$ cat config.mk
export PLATFORM = sky130hd
export DESIGN_NAME = leg_intc
export DESIGN_NICKNAME = d
export VERILOG_FILES = /design/src/rtl/leg_intc_pkg.sv /design/src/rtl/leg_sync2.sv /design/src/rtl/leg_intc.sv
export SDC_FILE = /design/constraint.sdc
export NUM_CORES = 1
export LEC_CHECK = 0
export ABC_CLOCK_PERIOD_IN_PS = 1800
export BUFFER_PORTS_ARGS = -buffer_cell sky130_fd_sc_hd__clkbuf_2
export CORE_AREA = 2 2 80 82
export DETAILED_ROUTE_END_ITERATION = 6
export DIE_AREA = 0 0 82 84
export PLACE_DENSITY = 0.77
export SETUP_SLACK_MARGIN = 0.3
export SLEW_MARGIN = 20
export SYNTH_ARGS = -nofsm -noshare
export SYNTH_HDL_FRONTEND = slang
export SYNTH_HIERARCHICAL = 1
export SYNTH_SLANG_ARGS = --single-unit
$ cat constraint.sdc
create_clock -name clk -period 1.8 [get_ports clk]
set_clock_uncertainty 0.15 [all_clocks]
set_input_delay 0.27 -clock clk [delete_from_list [all_inputs] [get_ports clk]]
set_output_delay 0.27 -clock clk [all_outputs]
set_load 0.005 [all_outputs]
$ cat src/rtl/leg_intc_pkg.sv
`default_nettype none
// ============================================================================
// Module   : leg_intc_pkg
// Purpose  : Register offsets and priority helper for the LEG interrupt controller
// Revision : 1.0
// ============================================================================
package leg_intc_pkg;

    localparam logic [2:0] c_RAW    = 3'd0;
    localparam logic [2:0] c_ENABLE = 3'd1;
    localparam logic [2:0] c_FIQSEL = 3'd2;
    localparam logic [2:0] c_EDGE   = 3'd3;
    localparam logic [2:0] c_CLEAR  = 3'd4;
    localparam logic [2:0] c_IRQID  = 3'd5;
    localparam logic [2:0] c_FIQID  = 3'd6;

    localparam int c_ID_VALID_BIT = 31;

    // Index of the lowest set bit; returns 0 when no bit is set.
    function automatic logic [4:0] lowestSet(input logic [31:0] vec);
        logic [4:0] idx;
        idx = '0;
        for (int i = 31; i >= 0; i--) begin
            if (vec[i]) idx = 5'(i);
        end
        return idx;
    endfunction

endpackage
`default_nettype wire

$ cat src/rtl/leg_sync2.sv
`default_nettype none
// ============================================================================
// Module   : leg_sync2
// Purpose  : Parametrised-width two-flop synchroniser, async active-low reset
// Revision : 1.0
// ============================================================================
module leg_sync2 #(
    parameter int WIDTH = 1
) (
    input  logic             clk,
    input  logic             reset,
    input  logic [WIDTH-1:0] d,
    output logic [WIDTH-1:0] q
);

    logic [WIDTH-1:0] r_meta;
    logic [WIDTH-1:0] r_sync;

    always_ff @(posedge clk or negedge reset) begin
        if (!reset) begin
            r_meta <= '0;
            r_sync <= '0;
        end else begin
            r_meta <= d;
            r_sync <= r_meta;
        end
    end

    assign q = r_sync;

endmodule
`default_nettype wire

$ cat src/rtl/leg_intc.sv
`default_nettype none
// ============================================================================
// Module   : leg_intc
// Purpose  : Interrupt controller: sync, edge/level latch, mask, IRQ/FIQ steer
// Revision : 1.0
// ============================================================================
module leg_intc #(
    parameter int NSRC = 8,
    parameter int IDW  = (NSRC > 1) ? $clog2(NSRC) : 1
) (
    input  logic            clk,
    input  logic            reset,
    input  logic [NSRC-1:0] src,
    input  logic [2:0]      addr,
    input  logic [31:0]     wdata,
    input  logic            we,
    input  logic            re,
    output logic [31:0]     rdata,
    output logic            irq,
    output logic            fiq
);
    import leg_intc_pkg::*;

    logic [NSRC-1:0] w_s;
    logic [NSRC-1:0] r_sd;
    logic [NSRC-1:0] r_pending;
    logic [NSRC-1:0] r_enable;
    logic [NSRC-1:0] r_fiqSel;
    logic [NSRC-1:0] r_edge;
    logic [NSRC-1:0] w_clear;
    logic [NSRC-1:0] w_rise;
    logic [NSRC-1:0] w_pendingNext;
    logic [NSRC-1:0] w_irqVec;
    logic [NSRC-1:0] w_fiqVec;
    logic [4:0]      w_irqIdx;
    logic [4:0]      w_fiqIdx;
    logic [31:0]     w_irqIdWord;
    logic [31:0]     w_fiqIdWord;
    logic [31:0]     w_readMux;
    logic [31:0]     r_rdata;
    logic            r_irq;
    logic            r_fiq;

    leg_sync2 #(.WIDTH(NSRC)) u_sync (
        .clk   (clk),
        .reset (reset),
        .d     (src),
        .q     (w_s)
    );

    assign w_clear = (we && (addr == c_CLEAR)) ? wdata[NSRC-1:0] : '0;
    assign w_rise  = w_s & ~r_sd;

    // Edge bits: a new rising edge beats a simultaneous clear. Level bits follow s.
    assign w_pendingNext = (r_edge & (w_rise | (r_pending & ~w_clear))) | (~r_edge & w_s);

    assign w_irqVec = r_pending & r_enable & ~r_fiqSel;
    assign w_fiqVec = r_pending & r_enable & r_fiqSel;
    assign w_irqIdx = lowestSet(32'(w_irqVec));
    assign w_fiqIdx = lowestSet(32'(w_fiqVec));

    always_comb begin
        w_irqIdWord                 = '0;
        w_irqIdWord[c_ID_VALID_BIT] = |w_irqVec;
        w_irqIdWord[IDW-1:0]        = w_irqIdx[IDW-1:0];
        w_fiqIdWord                 = '0;
        w_fiqIdWord[c_ID_VALID_BIT] = |w_fiqVec;
        w_fiqIdWord[IDW-1:0]        = w_fiqIdx[IDW-1:0];
    end

    always_comb begin
        w_readMux = '0;
        case (addr)
            c_RAW:    w_readMux = 32'(r_pending);
            c_ENABLE: w_readMux = 32'(r_enable);
            c_FIQSEL: w_readMux = 32'(r_fiqSel);
            c_EDGE:   w_readMux = 32'(r_edge);
            c_IRQID:  w_readMux = w_irqIdWord;
            c_FIQID:  w_readMux = w_fiqIdWord;
            default:  w_readMux = '0;
        endcase
    end

    always_ff @(posedge clk or negedge reset) begin
        if (!reset) begin
            r_sd      <= '0;
            r_pending <= '0;
            r_enable  <= '0;
            r_fiqSel  <= '0;
            r_edge    <= '0;
            r_rdata   <= '0;
            r_irq     <= 1'b0;
            r_fiq     <= 1'b0;
        end else begin
            r_sd      <= w_s;
            r_pending <= w_pendingNext;
            r_irq     <= |w_irqVec;
            r_fiq     <= |w_fiqVec;
            if (re) r_rdata <= w_readMux;
            if (we) begin
                case (addr)
                    c_ENABLE: r_enable <= wdata[NSRC-1:0];
                    c_FIQSEL: r_fiqSel <= wdata[NSRC-1:0];
                    c_EDGE:   r_edge   <= wdata[NSRC-1:0];
                    default:  ;
                endcase
            end
        end
    end

    assign rdata = r_rdata;
    assign irq   = r_irq;
    assign fiq   = r_fiq;

    generate
        if (NSRC < 32) begin : g_unusedWdata
            logic w_unusedWdata;
            assign w_unusedWdata = ^wdata[31:NSRC];
        end
        if (IDW < 5) begin : g_unusedIdx
            logic w_unusedIdx;
            assign w_unusedIdx = ^{w_irqIdx[4:IDW], w_fiqIdx[4:IDW]};
        end
    endgenerate

endmodule
`default_nettype wire

==> impl_results.md <==
* Status: finished, final reports clean
* Synth warn at 6
* Final Instance Count excl. Fillers at 395
* Clock Pin Slew Worst Setup and Hold Paths at 0.07 ns
* Initial Util at 0.498
* Final setup fails at 0
* CTS tree: built
* Vias at 2114
* Clock power frac at 0.270
* GPL Wtd Cong at 0.873
* Max_cap viols at 0
* Leakage power at 1.70 nW
* Nets at 360
* Fraction of layout cells with a size suffix above 1 at 0.358
* Core footprint at 0.00610 mm²
* EDFF count, synth at 0
* Buf/Inv on CP at 1
* Slowest CP cell: dfrtp_1
* Remaining DRCs at 0
* Main combinational cell family by area after synthesis: multiplexers
* Count leader, synth: dfrtp_1
* Synthesized-area fraction occupied by adder cells at 0
* Die width at 82 µm
* Routed len/inst at 14.8 µm
* Post-synthesis sequential area ratio at 0.553
* Yosys reg bits at 67
* Post-synthesis mux area share at 0.142
* Pre-antenna DRT Iters at 4
* Gate power share at 0.239
* XOR/XNOR Fraction of Synth Area at 0
* Clock root cell: clkbuf_8
* First-pass GRT wire length at 9650 µm
* Total Power at 0.00395 W
* Row count at 29
* Antenna violations before repair at 0
* Setup TNS at 0 ns
* Die area at 0.00689 mm²
* Diodes inserted at 0
* Compound-gate portion of the synthesized area at 0.0932
* H-tree depth at 3
* Setup ws final at 0.261 ns
* Final ANT Viol Nets at 0
* Dpl hpwl at 4000 µm
* Power per Cell Area at 1060 mW/mm²
* Ys flop type: dfrtp_1
* Worst VDD drop at 0.554 mV
* Most frequent cells after synthesis: dfrtp_1, buf_4, nand2_1, mux2_2, inv_1
* CP Data Required Time at 1.87 ns
* Port Buf Inserts at 33
* Share of the synthesized area in the top cell type at 0.553
* Critical-path maximum fanout at 3
* Hold Crit Class: in2reg
* Maximum number of pins on one net before global-route repair at 27
* Syn Area/Cell at 12.7 µm²
* Cell Int Power at 0.00283 W
* Simple-gate portion of the synthesized area at 0.125
* CP peak stage delay at 0.39 ns
* Max-slew violation count at 0
* CTS Buf Count at 9
* Buffer depth of the longest clock path at 2
* Worst setup slack after placement at 0.121 ns
* Finished Cell Area at 0.00371 mm²
* Cells after DPL at 350
* Ys async rst share at 1.00
* Largest area contributor in the synthesized netlist: dfrtp_1
* Final wirelength at 5830 µm
* Max frequency at 0.650 GHz
* Largest cells by area after synthesis: dfrtp_1, buf_4, mux2_2
* Clk_lat worst skew at 0.33 ns
* Final min period at 1.54 ns
* Vias per inst at 5.35
* Period utilisation layout at 0.855
* Switching Share at 0.283
* Worst Path Class, Setup: reg2reg
* CP Capture Type: flop
* Iteration-0 DRC Markers at 151
* Reg power frac at 0.490
* Final Hold Vio Count at 0
* RSZ-0062 raised after global routing: yes
* Die Span Y at 84 µm
* Post-synthesis cell area at 0.00303 mm²
* Placed standard-cell area at 0.00326 mm²
* Cells along the critical path: buf_4 > nand3_1 > and3_4 > nand3b_1 > a311o_1
* Critical path launch point type: flop
* Critical Path AT at 1.61 ns
* P_sw at 0.00112 W
* CP delay by family, top: simple AND/OR/NAND/NOR gates
* GRT Overall Usage at 0.186
* Post-synthesis cell type count at 42
* Synth Instances at 238
* GRT overflow at 0
* Clk sinks at 67
* Vias in the first global route at 2059
* Area Growth Syn to Fin at 22.3%
* # IOs at 81
[state kept, by name (all words and copies together) (netlist names)]
| name | count |
|---|---|
| irq | 1 |
| fiq | 1 |
| r_edge | 8 |
| r_pending | 8 |
| u_sync/q | 8 |
| u_sync/r_meta | 8 |
| rdata | 9 |
| r_enable | 8 |
| r_sd | 8 |
| r_fiqSel | 8 |
[power by group through the flow]
stage / clock, W / sequential (W) / combinational (W)
6_report: 0.00107 / 0.00193 / 0.000944
5_1_grt: 0.00116 / 0.00197 / 0.00103
4_1_cts: 0.00110 / 0.00193 / 0.000916
3_5_place_dp: 0 / 0.00198 / 0.000707
3_3_place_gp: 0 / 0.00196 / 0.000686
2_1_floorplan: 0 / 0.00193 / 0.000521
[kinds of logic (layout without fill, tap and decap cells)]
group | after synthesis | in the layout
AO/OA/AOI/OAI | 35 | 35
buffers and inverters | 43 | 101
flip-flops | 67 | 67
multiplexers | 30 | 30
other | 1 | 23
AND/OR/NAND/NOR | 62 | 62
[worst paths after layout]
kind                                       startpoint                 endpoint  slack [ns]  depth (start not counted)
max                            r_pending[1]$_DFF_PN0_    rdata[31]$_DFFE_PN0P_        0.26                          5
min in group asynchronous                       reset  r_enable[3]$_DFFE_PN0P_        0.28                          2
max reg2reg                    r_pending[1]$_DFF_PN0_    rdata[31]$_DFFE_PN0P_        0.26                          5
min reg2reg                u_sync/r_meta[4]$_DFF_PN0_    u_sync/q[4]$_DFF_PN0_        0.20                          0
max in group asynchronous                       reset   r_pending[4]$_DFF_PN0_        0.71                          3
min                                          wdata[7]  r_fiqSel[7]$_DFFE_PN0P_        0.05                          3
[through the flow]
step / utilization / hold slack [ns]
2_1_floorplan: - / -0.176
3_3_place_gp: 0.536 / 0.100
3_5_place_dp: 0.536 / 0.110
4_1_cts: 0.603 / 0.0404
5_1_grt: 0.609 / 0.0491
6_report: 0.609 / 0.0480
[layout by cell type (no fill, tap or decap), drive strengths merged]
cell / instances
o22ai: 6
a211oi: 2
nand3b: 5
clkbuf: 43
nand4b: 1
nand4: 3
a311o: 1
dfrtp: 67
and3: 3
a41oi: 1
a31oi: 2
and4bb: 1
o22a: 1
buf: 30
a21boi: 1
nor4bb: 2
nor3b: 3
o21ai: 6
a21oi: 1
and2: 1
nand2: 23
a311oi: 1
o2111ai: 3
conb: 23
inv: 14
and3b: 4
a32o: 8
nor2b: 5
nand3: 9
clkinv: 5
nor4b: 1
dlygate4sd3: 9
o211ai: 2
mux2: 22
nor2: 1
mux4: 8
[tightest hold or removal path, stage by stage]
cell      delay (ns)
clkbuf_2        0.11
nand2_1         0.05
o21ai_0         0.06
[metal layers]
| metal | GRT usage | wire, µm |
|---|---|---|
| met4 | 0.0636 | 104 |
| met1 | 0.260 | 2570 |
| met5 | 0 | 0 |
| met3 | 0.0574 | 369 |
| met2 | 0.276 | 2780 |
[layout make-up]
type	count	area [µm²]
Clock buffer	11	141
Clock inverter	5	28.8
Fill cell	466	2390
Inverter	14	52.6
Multi-Input combinational cell	150	1210
Sequential cell	67	1680
Tap cell	77	96.3
Timing Repair Buffer	71	498
[repair_timing]
| item | in CTS | in global routing |
|---|---|---|
| hold buffers | 9 | 0 |
| hold endpoints to repair | 26 | 0 |
| pin swaps | 6 | 1 |
| buffers inserted | 20 | 0 |
| endpoints found under the setup margin | 2 | 4 |
| gates resized for setup | 3 | 8 |
Power figures use the tool's default switching activity.
